**src/rtl/game_pkg.sv**
```systemverilog
// Shared constants for the game score controller: FSM encoding and 7-segment patterns.
// Segment bytes are {dp,g,f,e,d,c,b,a}, active low.
package game_pkg;

    localparam logic [1:0] ST_IDLE      = 2'd0;
    localparam logic [1:0] ST_PLAY      = 2'd1;
    localparam logic [1:0] ST_LOSE_WAIT = 2'd2;
    localparam logic [1:0] ST_OVER      = 2'd3;

    localparam logic [7:0] SEG_BLANK  = 8'hFF;
    localparam logic [7:0] SEG_DASH   = 8'hBF;
    localparam logic [7:0] SEG_DP_ON  = 8'h7F;

    function automatic logic [7:0] seg_digit(input logic [3:0] d);
        logic [7:0] s;
        case (d)
            4'd0:    s = 8'hC0;
            4'd1:    s = 8'hF9;
            4'd2:    s = 8'hA4;
            4'd3:    s = 8'hB0;
            4'd4:    s = 8'h99;
            4'd5:    s = 8'h92;
            4'd6:    s = 8'h82;
            4'd7:    s = 8'hF8;
            4'd8:    s = 8'h80;
            4'd9:    s = 8'h90;
            default: s = SEG_BLANK;
        endcase
        return s;
    endfunction

endpackage

```
**src/rtl/btn_debounce.sv**
```systemverilog
// Push-button conditioner: 2-FF synchronizer, stable-time debounce, and a
// one-cycle pulse on each accepted rising edge.
module btn_debounce #(
    parameter int DEB_CYCLES = 250000
) (
    input  logic clk_25M_reg,
    input  logic rst_n,
    input  logic btn_i,
    output logic level_o,
    output logic pulse_o
);

    localparam int CW = $clog2(DEB_CYCLES + 1);

    logic          sync1_q, sync2_q;
    logic          level_q, level_d;
    logic          pulse_q, pulse_d;
    logic [CW-1:0] cnt_q, cnt_d;

    // Counter only runs while the synced input disagrees with the accepted level,
    // so any bounce back to the old level restarts the stable window.
    always_comb begin
        cnt_d   = '0;
        level_d = level_q;
        pulse_d = 1'b0;
        if (sync2_q != level_q) begin
            if (cnt_q == CW'(DEB_CYCLES - 1)) begin
                level_d = sync2_q;
                pulse_d = sync2_q;
            end else begin
                cnt_d = cnt_q + 1'b1;
            end
        end
    end

    always_ff @(posedge clk_25M_reg or negedge rst_n) begin
        if (!rst_n) begin
            sync1_q <= 1'b0;
            sync2_q <= 1'b0;
            level_q <= 1'b0;
            pulse_q <= 1'b0;
            cnt_q   <= '0;
        end else begin
            sync1_q <= btn_i;
            sync2_q <= sync1_q;
            level_q <= level_d;
            pulse_q <= pulse_d;
            cnt_q   <= cnt_d;
        end
    end

    assign level_o = level_q;
    assign pulse_o = pulse_q;

endmodule

```
**src/rtl/game_score_ctrl.sv**
```systemverilog
// Game state machine for the ball/bar display: BCD score, lives, bar speed,
// and a multiplexed 4-digit 7-segment scan of the score.
module game_score_ctrl
    import game_pkg::*;
#(
    parameter int LIVES      = 3,
    parameter int DEB_CYCLES = 250000,
    parameter int SCAN_DIV   = 12500,
    parameter int SPEED_BASE = 2,
    parameter int SPEED_MAX  = 8,
    parameter int STEP_HITS  = 5
) (
    input  logic        clk_25M_reg,
    input  logic        rst_n,
    input  logic        get,
    input  logic        lose,
    input  logic        start_btn,
    output logic [3:0]  bar_move_speed,
    output logic        game_run,
    output logic        game_over,
    output logic [1:0]  lives,
    output logic [15:0] score_bcd,
    output logic [7:0]  seg,
    output logic [3:0]  an
);

    localparam int HW = $clog2(STEP_HITS + 1);
    localparam int SW = $clog2(SCAN_DIV + 1);

    function automatic logic [15:0] bcd_inc_sat(input logic [15:0] s);
        logic [15:0] r;
        logic        c;
        r = s;
        c = 1'b1;
        if (s != 16'h9999) begin
            for (int i = 0; i < 4; i++) begin
                if (c) begin
                    if (s[4*i +: 4] == 4'd9) begin
                        r[4*i +: 4] = 4'd0;
                    end else begin
                        r[4*i +: 4] = s[4*i +: 4] + 4'd1;
                        c = 1'b0;
                    end
                end
            end
        end
        return r;
    endfunction

    function automatic logic [3:0] speed_inc_sat(input logic [3:0] v);
        return (v >= 4'(SPEED_MAX)) ? 4'(SPEED_MAX) : v + 4'd1;
    endfunction

    logic [2:0]    get_sync_q, lose_sync_q;
    logic          get_p_q, lose_p_q;
    logic          lose_s;
    logic          start_p, start_lvl;

    logic [1:0]    state_q, state_d;
    logic [15:0]   score_q, score_d;
    logic [1:0]    lives_q, lives_d;
    logic [HW-1:0] hit_q, hit_d;
    logic [3:0]    speed_q, speed_d;
    logic          run_q, over_q;
    logic [3:0]    spd_out_q;

    logic [SW-1:0] scan_q, scan_d;
    logic [1:0]    dig_q, dig_d;
    logic [7:0]    seg_q, seg_d;
    logic [3:0]    an_q, an_d;

    btn_debounce #(
        .DEB_CYCLES(DEB_CYCLES)
    ) u_start_deb (
        .clk_25M_reg(clk_25M_reg),
        .rst_n      (rst_n),
        .btn_i      (start_btn),
        .level_o    (start_lvl),
        .pulse_o    (start_p)
    );

    assign lose_s = lose_sync_q[1];

    // Input synchronizers; the third stage holds the previous synced level for edge detect.
    always_ff @(posedge clk_25M_reg or negedge rst_n) begin
        if (!rst_n) begin
            get_sync_q  <= '0;
            lose_sync_q <= '0;
            get_p_q     <= 1'b0;
            lose_p_q    <= 1'b0;
        end else begin
            get_sync_q  <= {get_sync_q[1:0], get};
            lose_sync_q <= {lose_sync_q[1:0], lose};
            get_p_q     <= get_sync_q[1] & ~get_sync_q[2];
            lose_p_q    <= lose_sync_q[1] & ~lose_sync_q[2];
        end
    end

    always_comb begin
        state_d = state_q;
        score_d = score_q;
        lives_d = lives_q;
        hit_d   = hit_q;
        speed_d = speed_q;
        case (state_q)
            ST_IDLE: begin
                if (start_p) begin
                    score_d = '0;
                    lives_d = 2'(LIVES);
                    hit_d   = '0;
                    speed_d = 4'(SPEED_BASE);
                    state_d = ST_PLAY;
                end
            end
            ST_PLAY: begin
                if (lose_p_q) begin
                    lives_d = lives_q - 2'd1;
                    state_d = (lives_q <= 2'd1) ? ST_OVER : ST_LOSE_WAIT;
                end else if (get_p_q) begin
                    score_d = bcd_inc_sat(score_q);
                    if (hit_q == HW'(STEP_HITS - 1)) begin
                        hit_d   = '0;
                        speed_d = speed_inc_sat(speed_q);
                    end else begin
                        hit_d = hit_q + 1'b1;
                    end
                end
            end
            ST_LOSE_WAIT: begin
                if (!lose_s) state_d = ST_PLAY;
            end
            default: begin
                if (start_p) state_d = ST_IDLE;
            end
        endcase
    end

    // Status outputs decode the next state so they change together with state_q.
    always_ff @(posedge clk_25M_reg or negedge rst_n) begin
        if (!rst_n) begin
            state_q   <= ST_IDLE;
            score_q   <= '0;
            lives_q   <= 2'(LIVES);
            hit_q     <= '0;
            speed_q   <= '0;
            run_q     <= 1'b0;
            over_q    <= 1'b0;
            spd_out_q <= '0;
        end else begin
            state_q   <= state_d;
            score_q   <= score_d;
            lives_q   <= lives_d;
            hit_q     <= hit_d;
            speed_q   <= speed_d;
            run_q     <= (state_d == ST_PLAY);
            over_q    <= (state_d == ST_OVER);
            spd_out_q <= (state_d == ST_PLAY || state_d == ST_LOSE_WAIT) ? speed_d : 4'd0;
        end
    end

    always_comb begin
        scan_d = scan_q + 1'b1;
        dig_d  = dig_q;
        if (scan_q == SW'(SCAN_DIV - 1)) begin
            scan_d = '0;
            dig_d  = dig_q + 2'd1;
        end
        an_d = ~(4'b0001 << dig_q);
        if (state_q == ST_IDLE) begin
            seg_d = SEG_DASH;
        end else begin
            seg_d = seg_digit(score_q[4*dig_q +: 4]);
        end
        if (state_q == ST_OVER) seg_d = seg_d & SEG_DP_ON;
    end

    always_ff @(posedge clk_25M_reg or negedge rst_n) begin
        if (!rst_n) begin
            scan_q <= '0;
            dig_q  <= '0;
            seg_q  <= SEG_BLANK;
            an_q   <= 4'b1110;
        end else begin
            scan_q <= scan_d;
            dig_q  <= dig_d;
            seg_q  <= seg_d;
            an_q   <= an_d;
        end
    end

    assign bar_move_speed = spd_out_q;
    assign game_run       = run_q;
    assign game_over      = over_q;
    assign lives          = lives_q;
    assign score_bcd      = score_q;
    assign seg            = seg_q;
    assign an             = an_q;

endmodule

```
**config.mk**
```make
export PLATFORM = sky130hd
export DESIGN_NAME = game_score_ctrl
export DESIGN_NICKNAME = d
export VERILOG_FILES = /design/src/rtl/game_pkg.sv /design/src/rtl/btn_debounce.sv /design/src/rtl/game_score_ctrl.sv
export SDC_FILE = /design/constraint.sdc
export NUM_CORES = 1
export LEC_CHECK = 0
export CAP_MARGIN = 15
export CELL_PAD_IN_SITES_DETAIL_PLACEMENT = 1
export CELL_PAD_IN_SITES_GLOBAL_PLACEMENT = 1
export CORE_MARGIN = 2
export CORE_UTILIZATION = 46
export CTS_CLUSTER_DIAMETER = 40
export CTS_CLUSTER_SIZE = 14
export DETAILED_ROUTE_END_ITERATION = 16
export PLACE_DENSITY_LB_ADDON = 0.15
export SETUP_SLACK_MARGIN = 0.5
export SLEW_MARGIN = 15
export SYNTH_ARGS = -nofsm -noshare
export SYNTH_HDL_FRONTEND = slang
export SYNTH_SLANG_ARGS = --single-unit
```
**constraint.sdc**
```tcl
create_clock -name clk_25M_reg -period 2.4 [get_ports clk_25M_reg]
set_input_delay 0.48 -clock clk_25M_reg [delete_from_list [all_inputs] [get_ports clk_25M_reg]]
set_output_delay 0.48 -clock clk_25M_reg [all_outputs]
set_load 0.01 [all_outputs]
```
* Yosys cells after proc, flatten, opt, wreduce, memory -nomap -nowiden
Memory sizes are Yosys's and may differ from the RTL's.
Index checks and enable logic that the tools add are counted.
W data, S select, Z words.
** Word-level totals
- Flip-flop bits (word level) :: 91
- ROM bits :: 112
- Output and inout port bits :: 36
- Memories :: 1
** Cells by class
- Add/subtract/negate cells :: 10
- Magnitude comparators :: 2
- Equal/unequal tests :: 23
- Shift operators :: 2
- Muxes and demuxes :: 57
- Bitwise logic cells :: 5
- Reductions and logical operators :: 10
** Memory list
- (name not given) :: depth 16, width 7, read ports 1, clocked after memory_dff 0, wr ports 0, line game_pkg.sv:16 : case (d)
** Operators with widths (count)
- $mux W16 :: 4
- $mux W4 :: 13
- $mux W18 :: 2
- $pmux W16 S2 :: 1
- $add A4 B1 Y4 const B :: 5
- $mux W1 :: 20
- $add A18 B1 Y18 const B :: 1
- $eq A18 B18 Y1 const B :: 1
- $reduce_and A6 Y1 :: 3
- $eq A4 B4 Y1 const B :: 4
- $mux W8 :: 2
- $ne A16 B16 Y1 const B :: 1
- $shiftx A16 B5 Y4 :: 1
- $add A14 B1 Y14 const B :: 1
- $eq A14 B14 Y1 const B :: 1
- $mux W14 :: 1
- $ne A2 B2 Y1 const B :: 7
- $mux W2 :: 6
- $mux W3 :: 4
- $eq A2 B2 Y1 const B :: 4
- $pmux W4 S2 :: 1
- $pmux W2 S3 :: 1
- $pmux W3 S2 :: 1
- $reduce_and A5 Y1 :: 1
- 20 further kinds :: 23

* Logic depth before layout (Yosys ltp)
- Depth after elaboration :: 21
- Mapped depth :: 8
- Mapped depth without buffers :: 7

* Cells and area by module
Synthesis repeated with hierarchy kept, for this count alone.
** Second synthesis, totals
- Cells, all modules :: 429
- Area, all modules :: 4525.6 sq um
** By module, submodules not included
- game_score_ctrl :: times used 1, cells an instance 329, area an instance 3465.8 sq um, sequential area each 1742.9 sq um
- btn_debounce :: times used 1, cells an instance 100, area an instance 1059.8 sq um, sequential area each 550.5 sq um

* Worst setup path after synthesis
Ideal clock, no wire load.
- Path type :: flip-flop to flip-flop
- Start point :: reg dig_q[0]
- End point :: reg seg_q[4] (netlist: seg[4])
- Setup time :: 0.088 ns
- Arrival :: 1.757 ns
- Data required time :: 2.312 ns
- Path slack :: 0.555 ns
- Stages on the path, launching flop included :: 9
- Buffers on the path :: 1
- Period minus slack after synthesis :: 1.845 ns
- Path through :: dfrtp_1 > buf_6 > mux4_2 > inv_1 > ha_1 > inv_1 > mux2_4 > mux2i_1 > o21ai_1
** Between the ends
- Cells in the longest elaborated chain, start to end :: 4
** Ends and longest elaborated chain
- start: declaration :: line game_score_ctrl.sv:68 : logic [1:0] dig_q, dig_d;
- start signal: assignment :: line game_score_ctrl.sv:185 : dig_q <= dig_d;
- $shiftx A16 B5 Y4 :: line game_score_ctrl.sv:172 : seg_d = seg_digit(score_q[4*dig_q +: 4]);
- $mem_v2 Z16 W7
- $mux W8 :: line game_score_ctrl.sv:169 : if (state_q == ST_IDLE) begin
- $mux W8 :: line game_score_ctrl.sv:174 : if (state_q == ST_OVER) seg_d = seg_d & SEG_DP_ON;
- net seg_d[4] :: line game_score_ctrl.sv:69 : logic [7:0] seg_q, seg_d;
- end signal: assignment :: line game_score_ctrl.sv:186 : seg_q <= seg_d;
- end: declaration :: line game_score_ctrl.sv:69
The timed path passes the listed nets, and every way through them passes these cells.
A chain may end at the register's enable or synchronous reset.

* Final worst setup path
- Start point :: reg score_q[10] (netlist: score_bcd[10])
- End point :: out score_bcd[10]
** RTL lines
- start: declaration :: line game_score_ctrl.sv:60 : logic [15:0] score_q, score_d;
- start signal: assignment :: line game_score_ctrl.sv:151 : score_q <= score_d;
- end: declaration :: line game_score_ctrl.sv:22 : output logic [15:0] score_bcd,
No word-level cell between the ends.

==> run summary <==
==================================================================================
Number of max-cap violations                                                     0
Peak ir drop on the vdd network                                           0.379 mV
Hold Path Class                                                       input pin to async pin
Worst r2r path cells                                                             5
Number of remaining DRC errors                                                   0
Measured slew at the worst slew-check pin                                 0.372 ns
DR vias/cell                                                                  5.60
Tcrit/Tclk final                                                             77.2%
Core area                                                              0.00973 mm²
Outcome                                                               finished clean
Cell Chain, Critical Path                                             clkdlybuf4s50_1
Share of final-layout standard cells stronger than drive strength 1          20.5%
Maximum clock frequency                                                    540 MHz
Buffers added on ports                                                          40
Half-perimeter wire length of the detailed placement result                7360 µm
Die outline width                                                           104 µm
Final antenna-violating net count                                                0
Slew headroom                                                                75.1%
Sink Count                                                                      91
Initial Utilization                                                          47.1%
Sum of buffers and inverters on the critical path                                1
Cell type with the highest aggregate area in the netlist                   dfrtp_1
Number of cells in the finished layout apart from fillers                      620
Post-route cell area                                                   0.00552 mm²
Ys async rst share                                                            100%
Cell types occupying the most area after synthesis                    dfrtp_1 43%, dfstp_2 7.5%, ha_1 7.1%
Via count                                                                     3469
Initial drt markers                                                             94
Number of detailed-route iterations in the first pass                            4
Crit end category                                                      output port
CP arrival                                                                 1.37 ns
RSZ-0062 raised after global routing                                           yes
Post-synthesis sequential element count                                         91
Slowest Stage Delay on Critical Path                                       0.56 ns
Required @ worst endpoint                                                  1.92 ns
Setup violations, final                                                          0
EDFF count, synth                                                                0
Number of placed cells counting well taps                                      595
Post-synthesis instance total                                                  425
Cell Area, Synth                                                       0.00458 mm²
Clock transition at the registers of the reported paths                    0.10 ns
I/O pin total                                                                   41
Area overhead of the layout relative to synthesis                            20.6%
Number of placement rows                                                        36
Clock buffers created by TritonCTS                                               9
Top Family by Delay on Critical Path                                  buffers and inverters
List of most frequent post-synthesis cells                            78 x dfrtp_1, 29 x nor2_1, 26 x ha_1
Post-Syn Nets                                                                  456
Full die area                                                           0.0108 mm²
Total global-route track usage                                               20.7%
Vias in the first global route                                                3667
TNS Setup                                                                     0 ns
Pin count of the biggest net entering global routing                            65
Area taken by flip-flops and latches                                   0.00232 mm²
Area used by multi-input combinational logic                           0.00221 mm²
Skew-Pair Late Insertion Delay                                             0.37 ns
First-pass GRT wire length                                                18100 µm
Library cell used as clock root buffer                                    clkbuf_8
Vertical extent of the die                                                  104 µm
Power density over cell area                                            488 mW/mm²
Dpl cell area                                                          0.00517 mm²
Overflow left after global routing                                               0
Maximum buffer depth of the clock tree                                           2
Total of fill cells in the finished design                                    1091
Number of nets in the layout                                                   513
Hold violation count in the final report                                         0
TritonCTS clock tree                                                           yes
Logic depth of the worst setup path including buffers                            1
Setup Skew                                                               0.0121 ns
Static power due to leakage                                                2.32 nW
Synth Flop Type                                                            dfrtp_1
Critical-path maximum fanout                                                     7
Count of yosys warnings during synthesis                                         0
Count of unique library cells instantiated by Yosys                             57
Antenna cells                                                                    0
CTS H-Tree Depth                                                                 3
Seq/Total Area, Yosys                                                        50.1%
Final critical-path required period                                        1.85 ns
Initial antenna violation count                                                  0
Cell with the most instances after synthesis                               dfrtp_1
Slew Viols, Final                                                                0
Detailed-route wire length                                                10700 µm
Worst setup path class                                                flip-flop to output port
Worst setup SP type                                                      flip-flop
Layout Utilization                                                           56.7%
Routed length per instance                                                 17.3 µm
Average instance area after synthesis                                     10.8 µm²
Routability-driven placement congestion ratio                                0.818
Critical path's slowest cell                                          clkdlybuf4s50_1
Share of Yosys cell area claimed by the top area cell type                   42.6%
==================================================================================
-- layout make-up --
| cell class | count | area share (%) |
|---|---|---|
| repair buffers | 59 | 9.79 |
| clock buffers | 9 | 2.24 |
| flip-flops and latches | 91 | 42.0 |
| clock inverters | 7 | 1.41 |
| well taps | 133 | 3.01 |
| inverters | 24 | 1.63 |
| multi-input cells | 297 | 40.0 |
-- registers in the layout (all words and copies together), names as in the netlist, 3 cells and up --
register,cells
bar_move_speed,4
get_sync_q,3
an,4
speed_q,4
u_start_deb.cnt_q,18
scan_q,14
lose_sync_q,3
hit_q,3
seg,8
score_bcd,16
-- report_power, final --
group	leakage [nW]	internal (W)	total (W)	switching (W)
Sequential	1.16	0.00155	0.00156	0.0000111
Clock	0.0998	0.000489	0.00108	0.000586
Combinational	1.06	0.0000198	0.0000607	0.0000409
Total	2.32	0.00205	0.00269	0.000638
-- layer usage --
| metal | wire length (µm) | global-route usage, % | share of wire, % |
|---|---|---|---|
| met4 | 198 | 8.01 | 1.8 |
| met5 | 0 | 0 | 0 |
| met2 | 5380 | 34.2 | 50 |
| met1 | 4790 | 27.7 | 45 |
| met3 | 335 | 2.83 | 3.1 |
-- per-stage QoR --
step / power [W] / hold slack [ns] / worst slack [ns]
after detailed placement: 0.00165 / 0.337 / 0.417
after global routing: 0.00279 / 0.0323 / 0.398
after global placement: 0.00165 / 0.335 / 0.508
after CTS: 0.00273 / 0.000437 / 0.470
final: 0.00269 / 0.00874 / 0.547
after floorplan: 0.00160 / 0.184 / 0.555
-- kinds of logic (layout without fill, tap and decap cells) --
group                      Yosys count  in the layout  share of synthesized area [%]
adders and majority gates           26             26                           7.11
AOI/OAI and AO/OA                   75             75                           10.3
muxes                               17             17                           5.11
buffers and inverters               37             99                           3.33
and+or+nand+nor                    154            154                           19.2
xor gates and xnor gates            25             25                           4.78
DFF                                 91             91                           50.1
-- placed cells by master (no fill, tap or decap), types with 3 or more instances in the layout --
cell / instances
a31oi_1: 5
dfrtp_2: 18
and3_1: 7
xor2_1: 7
inv_1: 22
nor2_1: 29
and3b_2: 3
clkdlybuf4s50_1: 26
buf_4: 18
dfrtp_1: 60
nor2b_1: 7
and2_1: 4
clkinv_4: 3
o31ai_1: 3
a41oi_1: 4
nand3_1: 19
nand2b_1: 8
mux2_2: 3
a22oi_1: 3
nand3b_1: 6
o21ai_0: 25
a21oi_1: 15
clkbuf_8: 9
xnor2_1: 18
mux2i_1: 8
mux4_2: 4
dfstp_2: 13
nor3_1: 6
nand2_1: 22
nand4_1: 12
dlygate4sd2_1: 13
or3_1: 4
o22ai_1: 4
ha_1: 25
-- worst paths after layout --
kind | startpoint | endpoint | slack (ns)
setup / recovery | score_bcd[10] | score_bcd[10] | 0.55
hold / removal | rst_n | bar_move_speed[2] | 0.009
setup reg to reg | state_q[0] | bar_move_speed[2] | 0.55
hold reg to reg | lose_sync_q[0] | lose_sync_q[1] | 0.35
max in group asynchronous | rst_n | score_bcd[12] | 1.71
min in group clk_25M_reg | lose_sync_q[0] | lose_sync_q[1] | 0.35
-- what timing repair did --
item | CTS | global route
endpoints found under the hold margin | 0 | 0
gates resized for setup | 29 | 22
buffers inserted | 1 | 8
hold buffers | 0 | 0
endpoints found under the setup margin | 31 | 29
pin swaps | 0 | 3
Note: power is estimated with default switching activity, not from simulation.
